$ cat src/rtl/eeg_mean_pkg.sv
// eeg_mean_pkg: shared state encoding and default sizing for the per-channel EEG mean block
package eeg_mean_pkg;
  localparam int N_CH_D = 4;
  localparam int DATA_W_D = 18;
  localparam int MAX_WIN_LOG2_D = 8;
  typedef enum logic [1:0] {IDLE, ACCUM, DIVIDE, OUTPUT} state_t;
endpackage

$ cat src/rtl/eeg_mean_mc_if.sv
// eeg_mean_mc_if: control, sample-in and mean-out signals of eeg_mean_mc
// master drives start/win_len/continuous, the sample stream and out_ready;
// slave returns in_ready, the mean result stream, busy and drop_err.
interface eeg_mean_mc_if import eeg_mean_pkg::*; #(
  parameter int N_CH = N_CH_D,
  parameter int DATA_W = DATA_W_D,
  parameter int MAX_WIN_LOG2 = MAX_WIN_LOG2_D
);
  localparam int CH_W = (N_CH > 1) ? $clog2(N_CH) : 1;
  localparam int WL_W = MAX_WIN_LOG2 + 1;
  logic start;
  logic [WL_W-1:0] win_len;
  logic continuous;
  logic in_valid;
  logic in_ready;
  logic [CH_W-1:0] in_ch;
  logic signed [DATA_W-1:0] in_data;
  logic out_valid;
  logic out_ready;
  logic [CH_W-1:0] out_ch;
  logic signed [DATA_W-1:0] out_mean;
  logic busy;
  logic drop_err;
  modport master (
    output start, win_len, continuous, in_valid, in_ch, in_data, out_ready,
    input in_ready, out_valid, out_ch, out_mean, busy, drop_err
  );
  modport slave (
    input start, win_len, continuous, in_valid, in_ch, in_data, out_ready,
    output in_ready, out_valid, out_ch, out_mean, busy, drop_err
  );
endinterface

$ cat src/rtl/eeg_seq_div.sv
// eeg_seq_div: sign-magnitude restoring divider, one quotient bit per cycle, truncates toward zero
// ports: clk, reset (async high), abort (cancel in-flight division), start (load num/den),
//        num (signed dividend), den (unsigned divisor, nonzero), done (1-cycle pulse), quo (signed quotient)
module eeg_seq_div #(
  parameter int NUM_W = 26,
  parameter int DEN_W = 9
) (
  input  logic                    clk,
  input  logic                    reset,
  input  logic                    abort,
  input  logic                    start,
  input  logic signed [NUM_W-1:0] num,
  input  logic        [DEN_W-1:0] den,
  output logic                    done,
  output logic signed [NUM_W-1:0] quo
);
  localparam int N_W = $clog2(NUM_W + 1);
  logic [NUM_W-1:0] mag;
  logic [DEN_W-1:0] rem, d;
  logic [N_W-1:0] n;
  logic neg, run, ge;
  logic [DEN_W:0] trial, diff;
  // mag shifts dividend bits out of the top and quotient bits in at the bottom
  always_comb begin
    trial = {rem, mag[NUM_W-1]};
    diff = trial - {1'b0, d};
    ge = trial >= {1'b0, d};
  end
  assign quo = neg ? -$signed(mag) : $signed(mag);
  always_ff @(posedge clk or posedge reset)
    if (reset) begin
      mag <= '0;
      rem <= '0;
      d <= '0;
      n <= '0;
      neg <= 1'b0;
      run <= 1'b0;
      done <= 1'b0;
    end else if (abort) begin
      run <= 1'b0;
      done <= 1'b0;
    end else if (start) begin
      mag <= $unsigned(num[NUM_W-1] ? -num : num);
      neg <= num[NUM_W-1];
      rem <= '0;
      d <= den;
      n <= N_W'(NUM_W);
      run <= 1'b1;
      done <= 1'b0;
    end else if (run) begin
      mag <= {mag[NUM_W-2:0], ge};
      rem <= ge ? diff[DEN_W-1:0] : trial[DEN_W-1:0];
      n <= n - N_W'(1);
      run <= n != N_W'(1);
      done <= n == N_W'(1);
    end else
      done <= 1'b0;
endmodule

$ cat src/rtl/eeg_mean_mc.sv
// eeg_mean_mc: windowed per-channel mean of a multiplexed EEG sample stream
// ports: clk, reset (async high), bus (eeg_mean_mc_if.slave: start/win_len/continuous control,
//        in_valid/in_ready/in_ch/in_data samples, out_valid/out_ready/out_ch/out_mean results,
//        busy and sticky drop_err status)
module eeg_mean_mc import eeg_mean_pkg::*; #(
  parameter int N_CH = N_CH_D,
  parameter int DATA_W = DATA_W_D,
  parameter int MAX_WIN_LOG2 = MAX_WIN_LOG2_D
) (
  input logic         clk,
  input logic         reset,
  eeg_mean_mc_if.slave bus
);
  localparam int ACC_W = DATA_W + MAX_WIN_LOG2;
  localparam int CH_W = (N_CH > 1) ? $clog2(N_CH) : 1;
  localparam int WL_W = MAX_WIN_LOG2 + 1;
  localparam logic [WL_W-1:0] WL_MAX = WL_W'(1 << MAX_WIN_LOG2);
  localparam logic [CH_W-1:0] CH_LAST = CH_W'(N_CH - 1);
  state_t state, nxt;
  logic signed [ACC_W-1:0] acc [N_CH];
  logic [WL_W-1:0] cnt [N_CH];
  logic [WL_W-1:0] wl, wl_in;
  logic [CH_W-1:0] ch, div_ch;
  logic signed [DATA_W-1:0] mean;
  logic signed [ACC_W-1:0] div_quo;
  logic cont, launched, drop, hit, full, last, hs, div_go, div_done;
  // full looks at the counts as they will be after this cycle's transfer.
  // The next channel's division is launched on the handshake edge itself,
  // the first one on entry to DIVIDE (launched marks one in flight).
  always_comb begin
    wl_in = bus.win_len == '0 ? WL_W'(1) : bus.win_len > WL_MAX ? WL_MAX : bus.win_len;
    hit = state == ACCUM && bus.in_valid && 32'(bus.in_ch) < N_CH && cnt[bus.in_ch] != wl;
    full = 1'b1;
    for (int c = 0; c < N_CH; c++)
      full = full && (((hit && bus.in_ch == CH_W'(c)) ? cnt[c] + WL_W'(1) : cnt[c]) == wl);
    last = ch == CH_LAST;
    hs = state == OUTPUT && bus.out_ready;
    div_go = (state == DIVIDE && !launched) || (hs && !last);
    div_ch = hs ? ch + CH_W'(1) : ch;
    nxt = bus.start ? ACCUM :
          state == IDLE ? IDLE :
          state == ACCUM ? (full ? DIVIDE : ACCUM) :
          state == DIVIDE ? (div_done ? OUTPUT : DIVIDE) :
          !hs ? OUTPUT : !last ? DIVIDE : cont ? ACCUM : IDLE;
  end
  always_ff @(posedge clk or posedge reset)
    if (reset) begin
      state <= IDLE;
      wl <= WL_W'(1);
      cont <= 1'b0;
      ch <= '0;
      launched <= 1'b0;
      drop <= 1'b0;
      mean <= '0;
      for (int c = 0; c < N_CH; c++) begin
        acc[c] <= '0;
        cnt[c] <= '0;
      end
    end else begin
      state <= nxt;
      if (bus.start) begin
        wl <= wl_in;
        cont <= bus.continuous;
        ch <= '0;
        launched <= 1'b0;
        drop <= 1'b0;
        for (int c = 0; c < N_CH; c++) begin
          acc[c] <= '0;
          cnt[c] <= '0;
        end
      end else begin
        if (hit) begin
          acc[bus.in_ch] <= acc[bus.in_ch] + {{MAX_WIN_LOG2{bus.in_data[DATA_W-1]}}, bus.in_data};
          cnt[bus.in_ch] <= cnt[bus.in_ch] + WL_W'(1);
        end
        if (state == ACCUM && bus.in_valid && !hit)
          drop <= 1'b1;
        if (state == ACCUM && full)
          ch <= '0;
        if (div_go)
          launched <= 1'b1;
        if (div_done) begin
          launched <= 1'b0;
          mean <= div_quo[DATA_W-1:0];
        end
        if (hs && !last)
          ch <= ch + CH_W'(1);
        if (hs && last)
          for (int c = 0; c < N_CH; c++) begin
            acc[c] <= '0;
            cnt[c] <= '0;
          end
      end
    end
  eeg_seq_div #(.NUM_W(ACC_W), .DEN_W(WL_W)) u_div (
    .clk(clk),
    .reset(reset),
    .abort(bus.start),
    .start(div_go),
    .num(acc[div_ch]),
    .den(wl),
    .done(div_done),
    .quo(div_quo)
  );
  assign bus.in_ready = state == ACCUM;
  assign bus.out_valid = state == OUTPUT;
  assign bus.out_ch = ch;
  assign bus.out_mean = mean;
  assign bus.busy = state != IDLE;
  assign bus.drop_err = drop;
endmodule

$ cat src/flat_wrapper.sv
// flat-port wrapper written by rule: the top's interface ports become plain ports
module eeg_mean_mc_flat import eeg_mean_pkg::*;
#(
  parameter int N_CH = N_CH_D,
  parameter int DATA_W = DATA_W_D,
  parameter int MAX_WIN_LOG2 = MAX_WIN_LOG2_D
)
  (clk, reset, bus_start, bus_win_len, bus_continuous, bus_in_valid, bus_in_ch, bus_in_data, bus_out_ready, bus_in_ready, bus_out_valid, bus_out_ch, bus_out_mean, bus_busy, bus_drop_err);
  eeg_mean_mc_if #(.N_CH(N_CH), .DATA_W(DATA_W), .MAX_WIN_LOG2(MAX_WIN_LOG2)) bus_i ();
  input logic clk;
  input logic reset;
  input wire logic [$bits(bus_i.start)-1:0] bus_start;
  input wire logic [$bits(bus_i.win_len)-1:0] bus_win_len;
  input wire logic [$bits(bus_i.continuous)-1:0] bus_continuous;
  input wire logic [$bits(bus_i.in_valid)-1:0] bus_in_valid;
  input wire logic [$bits(bus_i.in_ch)-1:0] bus_in_ch;
  input wire logic [$bits(bus_i.in_data)-1:0] bus_in_data;
  input wire logic [$bits(bus_i.out_ready)-1:0] bus_out_ready;
  output wire logic [$bits(bus_i.in_ready)-1:0] bus_in_ready;
  output wire logic [$bits(bus_i.out_valid)-1:0] bus_out_valid;
  output wire logic [$bits(bus_i.out_ch)-1:0] bus_out_ch;
  output wire logic [$bits(bus_i.out_mean)-1:0] bus_out_mean;
  output wire logic [$bits(bus_i.busy)-1:0] bus_busy;
  output wire logic [$bits(bus_i.drop_err)-1:0] bus_drop_err;
  assign bus_i.start = bus_start;
  assign bus_i.win_len = bus_win_len;
  assign bus_i.continuous = bus_continuous;
  assign bus_i.in_valid = bus_in_valid;
  assign bus_i.in_ch = bus_in_ch;
  assign bus_i.in_data = bus_in_data;
  assign bus_i.out_ready = bus_out_ready;
  assign bus_in_ready = bus_i.in_ready;
  assign bus_out_valid = bus_i.out_valid;
  assign bus_out_ch = bus_i.out_ch;
  assign bus_out_mean = bus_i.out_mean;
  assign bus_busy = bus_i.busy;
  assign bus_drop_err = bus_i.drop_err;
  eeg_mean_mc #(.N_CH(N_CH), .DATA_W(DATA_W), .MAX_WIN_LOG2(MAX_WIN_LOG2)) u_core (.clk(clk), .reset(reset), .bus(bus_i));
endmodule
$ cat config.mk
export PLATFORM = sky130hd
export DESIGN_NAME = eeg_mean_mc_flat
export DESIGN_NICKNAME = d
export VERILOG_FILES = /design/src/rtl/eeg_mean_pkg.sv /design/src/rtl/eeg_mean_mc_if.sv /design/src/rtl/eeg_seq_div.sv /design/src/rtl/eeg_mean_mc.sv /design/src/flat_wrapper.sv
export SDC_FILE = /design/constraint.sdc
export NUM_CORES = 1
export LEC_CHECK = 0
export CAP_MARGIN = 20
export CORE_MARGIN = 2
export CORE_UTILIZATION = 45
export DETAILED_ROUTE_END_ITERATION = 6
export GPL_ROUTABILITY_DRIVEN = 0
export PLACE_DENSITY = 0.62
export SETUP_SLACK_MARGIN = 0.02
export SLEW_MARGIN = 20
export SYNTH_ARGS = -nofsm -noshare
export SYNTH_HDL_FRONTEND = slang
export SYNTH_SLANG_ARGS = --single-unit
$ cat constraint.sdc
create_clock -name clk -period 9.7 [get_ports clk]
set_clock_uncertainty 0.1 [all_clocks]
set_input_delay 2.425 -clock clk [delete_from_list [all_inputs] [get_ports clk]]
set_output_delay 2.425 -clock clk [all_outputs]
set_load 0.005 [all_outputs]
* After elaboration in Yosys (flattened, before gate mapping)
Index checks and enable logic that the tools add are counted.
** Cells by class
- Add/sub/neg operators :: 11
- Magnitude comparators :: 5
- Eq/ne operators :: 14
- Muxes and demuxes :: 60
- Bitwise operators :: 3
- Reductions and logical operators :: 32
** Operator list (number)
- $mux W104 :: 3
- $mux W26 :: 8
- $mux W36 :: 3
- $mux W9 :: 12
- $bmux W26 S2 :: 2
- $bwmux W104 :: 1
- $demux W26 S2 :: 1
- $add A9 B1 Y9 const B :: 5
- $bwmux W36 :: 1
- $eq A9 B9 Y1 :: 4
- $add A26 B26 Y26 :: 1
- $neg A26 Y26 :: 1
- $mux W2 :: 11
- $bmux W9 S2 :: 1
- $demux W9 S2 :: 1
- $mux W18 :: 1
- $neg A18 Y18 :: 1
- $logic_and A1 B1 Y1 :: 16
- $mux W1 :: 13
- $eq A2 B2 Y1 const B :: 5
- $ge A10 B9 Y1 :: 1
- $mux W5 :: 2
- $gt A9 B9 Y1 const B :: 1
- $logic_not A9 Y1 :: 1
- other kinds (17) :: 29
** Storage, ports and cells
- Flip-flop bits (word level) :: 226
- Input port bits :: 35
- Output and inout bits :: 24
- Word-level logic and storage cells :: 147

* Logic depth before layout (Yosys ltp)
Gate-level depths: netlist of run 1.
- Depth in word-level cells :: 16
- Depth in mapped cells :: 16
- Gate-level depth less buffers :: 13

* Cells and area by module
Synthesis of run 1 repeated with hierarchy kept, for this count alone.
** Second synthesis, totals
- Cells, all modules :: 1611
- Area total of the unflattened synthesis :: 15093.2 um2
** By module, submodules not included
- eeg_mean_mc :: instances 1, cells each 1160, area an instance 11165.7 um2
- eeg_seq_div :: instances 1, cells each 451, area an instance 3927.5 um2

* Worst setup path after synthesis of run 1
No wires, ideal clock.
- Kind :: input to register
- Start :: input bus_in_ch[0]
- End :: register u_core.acc[77] in the netlist's numbering
- Setup time :: 137 ps
- Data arrival time :: 6483 ps
- Slack :: 2980 ps
- Cell stages on the path :: 16
- Path buffers :: 4
- Cell sequence :: buf_6 -> buf_6 -> clkbuf_1 -> clkbuf_1 -> mux4_2 -> ha_1 -> a21o_1 -> a21o_1 -> a221oi_1 -> o21ai_0 -> and3_1 -> a21oi_1 -> a31oi_1 -> or4_1 -> nand3_1 -> a21oi_1
** On the way
- Longest elaborated chain between the ends :: 9
- Elaborated cells between the ends (all ways) :: 20
- Those cells by class :: add/sub (1); order compare (2); eq/ne (1); mux (12); bitwise (1); reduce/logical (3)
** RTL lines
- start, declared :: RTL line flat_wrapper.sv:16 : input wire logic [$bits(bus_i.in_ch)-1:0] bus_in_ch;
- $not A2 Y3 (not written as such) (*) :: RTL line eeg_mean_mc.sv:32, eeg_mean_mc.sv:73
- $bmux W26 S2, or another cell as far along :: RTL line eeg_mean_mc.sv:73 : acc[bus.in_ch] <= acc[bus.in_ch] + {{MAX_WIN_LOG2{bus.in_data[DATA_W-1]}}, bus.in_data};
- $mux W26 (not written as such) / $logic_and A1 B1 Y1 (equally long branches) :: RTL line eeg_mean_mc.sv:73
- $mux W26 (not written as such) :: RTL line eeg_mean_mc.sv:73
- $add A26 B26 Y26 / $demux W26 S2 (equally long branches) :: RTL line eeg_mean_mc.sv:73
- $bwmux W104 :: RTL line eeg_mean_mc.sv:73
- $mux W104 :: RTL line eeg_mean_mc.sv:72 : if (hit) begin
- $mux W104 :: RTL line eeg_mean_mc.sv:88 : if (hs && last)
- $mux W104 :: RTL line eeg_mean_mc.sv:61 : if (bus.start) begin
- end signal, assigned by index :: RTL line eeg_mean_mc.sv:73
- end, declared :: RTL line eeg_mean_mc.sv:20 : logic signed [ACC_W-1:0] acc [N_CH];
Mark *: on every way between the ends. The rest lies on a longest branch, timed or not. The select of a mux whose other input is x is not followed.
A chain may end at the register's enable or synchronous reset.

* Worst setup path in the final report of run 1
- Start :: input bus_in_ch[0]
- End :: register u_core.acc[102] in the netlist's numbering
The elaborated chain is that of the path after synthesis.

==> results.md, run 1 <==
* Hold Path Origin: u_core.bus.out_mean[12]
* Net count, final at about 1700
* Diodes inserted at 0
* Die Span Y at 185 µm
* Most frequent cells in the layout: nand2_1, dfrtp_1, o21ai_0
* # setup viols final at 0
* Vias in the first global route at approximately 12000
* Placed cell count at 2025
* Final Max Slew Viols at 0
* DP Area at 15700 µm²
* CTS tree: yes
* Initial Util at a little under half
* Filler Cells Inserted at between 3000 and 4000
* Initial antenna violation count at 0
* Nature of the critical path endpoint: register
* RSZ-0062 raised after global routing: no
* Drt drc at 0
* VDD IR max at 117 µV
* CTS Buffer Depth at 3
* Fin Setup TNS at 0 ns
* Clk Latency, worst-skew pair at between 0.5 and 0.6 ns
* Clock sinks at between 200 and 250
* Hold Crit Class: reg2reg
* Actual transition at the worst max-transition pin at between 1 and 1.5 ns
* Fin crit share at between 60% and 70%
* Slew Limit Headroom at about 30%
* Critical Path Source Type: input port
* Crit. Startpoint: bus_in_ch[0]
* Worst-path cell chain: buf_2, buf_4, mux4_2, ha_1, fa_1, a21o_1, a21oi_1, o21bai_1, a2111o_1, and4_1, o21ai_0, a31oi_1, and4b_1, a311oi_1, o21ai_0
* Clock root cell: clkbuf_16
* Antenna viol nets, final at 0
* Sequential area share after synthesis at 38.4%
* I/O Pins at slightly below 60
* Most used cell, CP: o21ai_0
* GRT overflow at 0
* Syn-to-layout area delta at 12.7%
* Die area at 34200 µm²
* Final min period at around 6.8 ns
* Crit-path max cell delay at approximately 0.67 ns
* Pleak at slightly below 7 nW
* Pre-antenna DRT Iters at 5
* Num rows at 66
* Data arrival, critical path at a little over 7 ns
* PwrDens at ~150 nW/µm²
* First-pass GRT wire length at 67.1 mm
* Core area at approximately 32000 µm²
* Main synth FF type: dfrtp_1
* H-tree lvl count at 1
* Commonest non-fill, non-tap cell in the layout: nand2_1
* Avg Cell Area, Syn at roughly 9.2 µm²
* Via-to-Cell Ratio at around 6
* Final WL at ~42 mm
* Final Hold Viols at 0
* Synthesized area at between 10000 and 15000 µm²
* Postcts setup bufs at 0
* Largest net degree at the start of global routing at 106
* TritonCTS Buffers at 26
* Yosys warns at 0
* Wire per inst at 20.2 µm
* #FFs+latches synth at around 230
* Post-synth EDFFs at 0
* Cell variety after synth at slightly above 80
* Vias post-DR at roughly 12000
* Critical Path RT at about 10 ns
* Post-Layout Inst Area at about 17000 µm²
* Syn_nets at 1685
* Non-filler instance count after layout at 2073
* CTS resizes at 0
* Setup CP Type: in2reg
* Reg2Reg Launch Point: u_core.state[1]
* Share of flip-flops with an asynchronous set or reset at between 90% and 100%
* Crit-path max FO at 42
* Dpl hpwl at between 20 and 30 mm
* F_max at around 150 MHz
* Gr usage total at 25.0%
* DR iter-0 viols at ~1200
* Max cap viols at 0
* Clock slew at reported path FFs at about 0.060 ns
* Total power at approximately 2.4 mW
* Status: finished clean
* Share of cells above drive strength 1 at just under 10%
* # port buffers at between 50 and 60
* Hold-fix buffers at CTS at 0
* Chip Width at roughly 180 µm
* Slowest stage cell, crit path: buf_4
* Synthesized instance count at around 1600
cell usage after synthesis (8+ instances only):
master / number / area [µm²]
nor2b_1: 12 / 75.1
a21o_1: 15 / 113
clkbuf_1: 86 / 323
mux4_2: 61 / 1370
nand2_1: 231 / 867
a22oi_1: 16 / 120
and3_1: 12 / 75.1
a211oi_1: 21 / 158
buf_1: 11 / 41.3
or3_1: 19 / 119
inv_1: 41 / 154
o21ai_0: 143 / 716
a21oi_1: 100 / 500
xor2_1: 47 / 412
nand4_1: 14 / 87.6
nand3_1: 90 / 450
ha_1: 44 / 551
o21ai_1: 8 / 40.0
nand2b_1: 10 / 62.6
dfrtp_1: 225 / 5630
nor4_1: 12 / 75.1
a31oi_1: 13 / 81.3
o22ai_1: 10 / 62.6
o21a_1: 16 / 120
o31ai_1: 8 / 60.1
nor3_1: 28 / 140
nor4b_1: 8 / 70.1
nor2_1: 93 / 349
nand3b_1: 14 / 105
xnor2_1: 73 / 639
critical path, delay by kind of cell:
family / cells / cell delay, ns
compound gates: 8 / 2.19
buf+inv: 2 / 0.75
fa+ha+maj: 2 / 0.62
mux: 1 / 0.61
simple gates: 2 / 0.47
sequential cells by signal, indices dropped and copies added, names as in the netlist:
| name | count |
|---|---|
| u_core.bus.out_ch | 2 |
| u_core.u_div.run | 1 |
| u_core.u_div.n | 5 |
| u_core.wl | 9 |
| u_core.cont | 1 |
| u_core.state | 2 |
| u_core.cnt | 36 |
| u_core.u_div.d | 9 |
| u_core.launched | 1 |
| u_core.u_div.done | 1 |
| u_core.u_div.rem | 9 |
| u_core.bus.out_mean | 18 |
| u_core.acc | 104 |
| u_core.u_div.neg | 1 |
| u_core.bus.drop_err | 1 |
| u_core.u_div.mag | 26 |
where the power goes:
| group | switching (mW) | internal (mW) |
|---|---|---|
| Combinational | 0.244 | 0.156 |
| Sequential | 0.0465 | 0.983 |
| Clock | 0.407 | 0.609 |
final cells by class:
cell class	count	area, µm²	area share (%)
tap	442	553	3.33
clock inverter	10	116	0.701
clock buffer	38	777	4.68
multi-input combinational	1235	8600	51.8
sequential	226	5660	34.1
timing repair buffer	81	743	4.48
inverter	41	161	0.972
through the flow:
step	worst slack, ns	utilization [%]	hold WS [ns]
floorplan	0.985	-	0.331
finish	2.92	51.3	0.375
CTS	2.92	51.3	0.383
global placement	2.42	48.5	0.364
detailed placement	2.36	48.5	0.369
global route	2.43	51.3	0.407
per-layer routing:
layer | share of wire [%] | vias up | GRT usage [%]
li1 | - | 5850 | -
met1 | 45 | 6054 | 36.6
met2 | 44 | 451 | 38.2
met3 | 7.5 | 70 | 3.81
met4 | 2.6 | 0 | 7.87
met5 | 0 | - | 0
final timing paths:
check	end	slack (ns)	depth (start not counted)
max in group asynchronous	u_core.acc[69]	5.69	3
min reg2reg	u_core.bus.out_mean[12]	0.38	2
max reg2reg	u_core.u_div.mag[22]	5.00	11
min in group asynchronous	u_core.u_div.rem[5]	2.32	2
min	u_core.bus.out_mean[12]	0.38	2
max	u_core.acc[102]	2.92	15
kinds of logic after synthesis:
family	share of synthesized area, %
buffers and inverters	3.77
AND/OR/NAND/NOR	18.7
multiplexers	9.95
adder cells (fa/ha/maj)	4.01
flip-flops	38.4
XOR/XNOR	7.73
AO/OA/AOI/OAI	17.4
Power figures use the tool's default switching activity.
==> run 2: changes to the inputs <==
==> constraint.sdc (replaced) <==
create_clock -name clk -period 6.6 [get_ports clk]
set_clock_uncertainty 0.1 [all_clocks]
set_input_delay 1.65 -clock clk [delete_from_list [all_inputs] [get_ports clk]]
set_output_delay 1.65 -clock clk [all_outputs]
set_load 0.005 [all_outputs]
==> run 2 against run 1 <==
Compared with the run above: combinational power up 47%; flip-flop and latch count unchanged; final area up 0.67%; global-route usage is 0.26 points lower; final cell count is 0.68% higher; worst setup slack got worse by 1.9 ns; power up 48%; hold slack lost 0.00061 ns; largest power group is now the clock network; non-clock buffer count increased by 11.
==> results.md, run 2 (same netlist as run 1, synthesis figures left out) <==
* Total power at 3.63 mW
* Filler Cells Inserted at a little over 3000
* First-pass GRT wire length at between 60 and 70 mm
* # port buffers at 58
* Drt drc at 0
* Dpl hpwl at roughly 30 mm
* DR iter-0 viols at 1216
* Die area at between 30000 and 40000 µm²
* Antenna viol nets, final at 0
* GRT overflow at 0
* VDD IR max at ~250 µV
* Max reg flops at 104
* Clock slew at reported path FFs at about 0.050 ns
* Pre-antenna DRT Iters at 5
* Fin crit share at 84.7%
* Vias post-DR at 12500
* CTS Buffer Depth at 3
* Crit-path max cell delay at ~0.58 ns
* CP top delay family: simple AND/OR/NAND/NOR gates
* F_max at between 150 and 200 MHz
* Status: finished clean
* Final WL at ~42 mm
* Share of cells above drive strength 1 at around a tenth
* Most frequent cells in the layout: nand2_1, dfrtp_1, o21ai_0
* Slew Limit Headroom at 28.3%
* PwrDens at 217 nW/µm²
* Postcts setup bufs at 0
* Final min period at between 5 and 6 ns
* Clock sinks at ~230
* I/O Pins at slightly below 60
* Commonest non-fill, non-tap cell in the layout: nand2_1
* Initial Util at between 40 and 50%
* Reg2Reg Launch Point: u_core.acc[0]
* H-tree lvl count at 1
* Setup CP Type: in2reg
* CTS tree: yes
* Gr usage total at 24.8%
* Num rows at 66
* Hold-fix buffers at CTS at 0
* Nature of the critical path endpoint: register
* Hold Crit Class: reg2reg
* Hold Path Origin: u_core.bus.out_mean[6]
* Worst-path cell chain: buf_2, buf_4, mux4_2, xnor2_1, and4_1, nand3_1, a21boi_0, o221ai_1, a2111o_1, or4_4, nor4b_4, a211oi_1
* Syn-to-layout area delta at 13.4%
* Crit. Startpoint: bus_in_ch[0]
* Wire per inst at approximately 20 µm
* Chip Width at ~180 µm
* Core area at about 32000 µm²
* Clock root cell: clkbuf_16
* Max cap viols at 0
* Final Hold Viols at 0
* Initial antenna violation count at 1
* Register with the most flip-flops: u_core.acc
* Pleak at 6.86 nW
* RSZ-0062 raised after global routing: no
* Final Max Slew Viols at 0
* Largest net degree at the start of global routing at roughly 120
* TritonCTS Buffers at 27
* Biggest regs: u_core.acc x104, u_core.cnt x36, u_core.u_div.mag x26
* Clk Latency, worst-skew pair at 0.55 ns
* # setup viols final at 0
* Net count, final at about 1700
* Data arrival, critical path at approximately 5.9 ns
* CTS resizes at 0
* Slowest stage cell, crit path: mux4_2
* Via-to-Cell Ratio at 6.00
* Actual transition at the worst max-transition pin at ~1.1 ns
* Critical Path Source Type: input port
* Fin Setup TNS at 0 ns
* Vias in the first global route at between 10000 and 15000
* Crit-path max FO at 15
* Buffer and inverter count on the worst path at 2
* Die Span Y at between 150 and 200 µm
* Critical Path RT at 6.87 ns
run 2: area by class of cell:
class                           instances  area (µm²)  share of cell area [%]
Sequential cell                       226        5660                    33.8
Inverter                               41         158                   0.943
Clock inverter                         11         138                   0.823
Antenna cell                            1        2.50                  0.0150
Timing Repair Buffer                   92         838                    5.01
Multi-Input combinational cell       1235        8600                    51.4
Tap cell                              442         553                    3.31
Clock buffer                           39         771                    4.61
run 2: per-stage QoR:
| step | area, µm² | std cells | utilization (%) | hold WS, ns | worst slack [ns] |
|---|---|---|---|---|---|
| 6_report | 16700 | 2087 | 51.6 | 0.374 | 1.01 |
| 5_1_grt | 16700 | 2086 | 51.6 | 0.399 | 0.754 |
| 4_1_cts | 16700 | 2086 | 51.6 | 0.382 | 1.05 |
| 3_5_place_dp | 15800 | 2036 | 48.8 | 0.370 | 0.500 |
| 3_3_place_gp | 15800 | 2036 | 48.8 | 0.361 | 0.573 |
| 2_1_floorplan | 14700 | 1604 | - | 0.331 | 0.655 |
run 2: worst paths after layout:
path                            slack [ns]                endpoint  depth (start not counted)
worst max-delay path                  1.01    u_core.bus.out_ch[0]                         12
worst min-delay path                  0.37  u_core.bus.out_mean[6]                          2
worst max register to register        2.26          u_core.acc[50]                         13
worst min register to register        0.37  u_core.bus.out_mean[6]                          2
max in group asynchronous             3.67          u_core.cnt[22]                          3
min in group asynchronous             1.56     u_core.u_div.rem[5]                          2
run 2: tightest hold or removal path, delay by kind of cell (launching register included):
kind | cells | cell delay (ns)
flops | 1 | 0.34
compound gates | 1 | 0.06
simple gates | 1 | 0.04
run 2: power breakdown:
group	switching [mW]	leakage, nW	internal [mW]
Sequential	0.0704	3.05	1.44
Clock	0.600	0.452	0.927
Combinational	0.353	3.35	0.235
run 2: routing by layer:
layer | GRT usage, % | share of wire [%]
met2 | 38.1 | 45
met4 | 5.46 | 2.0
met1 | 36.8 | 46
met3 | 3.89 | 7.0
met5 | 0 | 0
==> run 3: changes to the inputs <==
--- a/config.mk
+++ b/config.mk
@@ -10,7 +10,7 @@
 export CORE_UTILIZATION = 45
 export DETAILED_ROUTE_END_ITERATION = 6
 export GPL_ROUTABILITY_DRIVEN = 0
-export PLACE_DENSITY = 0.62
+export PLACE_DENSITY = 0.64
 export SETUP_SLACK_MARGIN = 0.02
 export SLEW_MARGIN = 20
 export SYNTH_ARGS = -nofsm -noshare
==> constraint.sdc (replaced) <==
create_clock -name clk -period 4.9 [get_ports clk]
set_clock_uncertainty 0.1 [all_clocks]
set_input_delay 1.225 -clock clk [delete_from_list [all_inputs] [get_ports clk]]
set_output_delay 1.225 -clock clk [all_outputs]
set_load 0.005 [all_outputs]
==> run 3 against run 2 <==
Compared with the run above: final area up 5.4%; global-route usage up 0.68 points; core utilization is 2.8 points higher; highest routed layer unchanged; sequential share of layout area down 1.7 points; largest cell class unchanged; critical endpoint is now u_core.acc[77]; wire length rose by 1.9%; worst setup slack got worse by 0.65 ns; die area did not move; critical path depth increased by 2.
==> results.md, run 3 (same netlist as run 1, synthesis figures left out) <==
* Clock sinks at roughly 230
* PwrDens at 280 nW/µm²
* Max reg flops at ~100
* TritonCTS Buffers at 27
* Multi-input gate area at 8650 µm²
* Final min period at 4.54 ns
* Die Span Y at around 180 µm
* Diodes inserted at 0
* Hold-fix buffers at CTS at 0
* Reg2reg path depth at 10
* Placed cell count at about 2100
* CTS Buffer Depth at 3
* Setup CP Type: in2reg
* Register with the most flip-flops: u_core.acc
* WL met2 at ~19 mm
* Num rows at 66
* Register area at 5660 µm²
* # setup viols final at 0
* Data arrival, critical path at 4.84 ns
* Initial antenna violation count at 0
* Vias post-DR at around 13000
* GRT overflow at 0
* M1 wire length at approximately 19 mm
* Antenna viol nets, final at 0
* RSZ-0062 raised after global routing: no
* Share of cells above drive strength 1 at between 10% and 20%
* Most frequent cells in the layout: nand2_1, dfrtp_1, o21ai_0
* First-pass GRT wire length at between 60 and 70 mm
* Critical Path Source Type: input port
* Pre-CTS setup slack at -0.248 ns
* Vias in the first global route at ~12000
* I/O Pins at ~60
* Hold Crit Class: reg2reg
* Crit. Startpoint: bus_in_ch[0]
* Drt drc at 0
* Clk Latency, worst-skew pair at between 0.5 and 0.6 ns
* Die area at roughly 34000 µm²
* Final Max Slew Viols at 0
* CTS tree: yes
* Dpl hpwl at 30.1 mm
* Postcts setup bufs at 0
* DR iter-0 viols at between 1000 and 1500
* Clock root cell: clkbuf_16
* Clock slew at reported path FFs at roughly 0.06 ns
* Via-to-Cell Ratio at 5.91
* Crit-path max FO at 12
* Slew Limit Headroom at between 20% and 30%
* Crit-path max cell delay at between 0.5 and 0.6 ns
* Slowest stage cell, crit path: mux4_2
* Met3 wire length at between 3 and 4 mm
* H-tree lvl count at 1
* R2R Setup Slk at slightly above 0.9 ns
* Final worst slack at 0.362 ns
* Pre-antenna DRT Iters at 6
* Status: finished clean
* Critical Path RT at between 5 and 6 ns
* Core area at around 32000 µm²
* F_max at 220 MHz
* Pleak at about 7.4 nW
* Chip Width at roughly 180 µm
* Initial Util at approximately 46%
* Total power at roughly 5 mW
* Non-filler instance count after layout at 2194
* Worst R2R End: u_core.bus.out_ch[0]
* Nature of the critical path endpoint: register
* Net count, final at approximately 1800
* Filler Cells Inserted at between 2000 and 3000
* Actual transition at the worst max-transition pin at between 1 and 1.5 ns
* Wire per inst at 19.4 µm
* Worst-path cell chain: clkbuf_4, buf_4, buf_4, mux4_2, ha_1, a21o_1, a221oi_1, o21ai_0, and3_1, a21oi_1, a31oi_1, or4_1, nand3_1, a21oi_1
* Max cap viols at 0
* Syn-to-layout area delta at 19.6%
* VDD IR max at between 200 and 250 µV
* Top routing layer in use: met4
* Final Util at 54.4%
* Fin crit share at 92.6%
* Final Hold Viols at 0
* Commonest non-fill, non-tap cell in the layout: nand2_1
* Biggest regs: u_core.acc x104, u_core.cnt x36, u_core.u_div.mag x26
* Critical Path Sink: u_core.acc[77]
* Largest net degree at the start of global routing at between 100 and 150
* Final WL at about 42 mm
* # port buffers at between 50 and 60
* Gr usage total at between 20% and 30%
* Reg2Reg Launch Point: u_core.cnt[12]
==> run 3: how the worst min path moves through the flow <==
| stage | startpoint | to | slack (ns) | depth (start not counted) |
|---|---|---|---|---|
| after floorplan | u_core.u_div.done | u_core.launched | 0.33 | 1 |
| after global placement | u_core.bus.out_mean[2] | u_core.bus.out_mean[2] | 0.36 | 2 |
| after detailed placement | u_core.bus.out_mean[0] | u_core.bus.out_mean[0] | 0.37 | 2 |
| after CTS | u_core.bus.out_mean[0] | u_core.bus.out_mean[0] | 0.38 | 2 |
| after global routing | u_core.bus.out_mean[0] | u_core.bus.out_mean[0] | 0.40 | 2 |
| final | u_core.bus.out_mean[14] | u_core.bus.out_mean[14] | 0.37 | 2 |
==> run 3: metal layers <==
metal	GRT usage [%]	vias up
li1	-	6088
met1	35.9	6296
met2	39.9	504
met3	5.15	72
met4	6.79	0
met5	0	-
==> run 3: worst max-delay path, delay by kind of cell <==
kind                     cells  cell delay, ns
AO/OA/AOI/OAI                6            1.18
adder cells (fa/ha/maj)      1            0.33
buffers and inverters        3            0.69
multiplexers                 1            0.52
AND/OR/NAND/NOR              3            0.86
==> run 3: report_power, final <==
group	internal, mW	switching [mW]	leakage [nW]	total, mW
sequential	1.95	0.0863	3.05	2.03
combinational	0.403	0.506	3.93	0.909
clock	1.21	0.786	0.431	1.99
total	3.56	1.38	7.41	4.93
==> run 3: layout make-up <==
type / count / area share (%)
inverter: 41 / 0.894
timing repair buffer: 202 / 9.81
clock buffer: 42 / 4.49
clock inverter: 6 / 0.476
sequential: 226 / 32.1
multi-input combinational: 1235 / 49.1
tap: 442 / 3.14
==> run 3: timing repair <==
action / CTS / global route
resized for setup: 0 / 1
endpoints found under the hold margin: 0 / 0
setup endpoints to repair: 0 / 6
==> run 3: metrics by stage <==
step | TNS (ns) | hold slack, ns | cell area, µm²
floorplan | -0.000284 | 0.331 | 14800
global placement | -2.88 | 0.362 | 16700
detailed placement | -4.95 | 0.369 | 16700
CTS | 0 | 0.381 | 17600
global route | 0 | 0.400 | 17600
finish | 0 | 0.374 | 17600
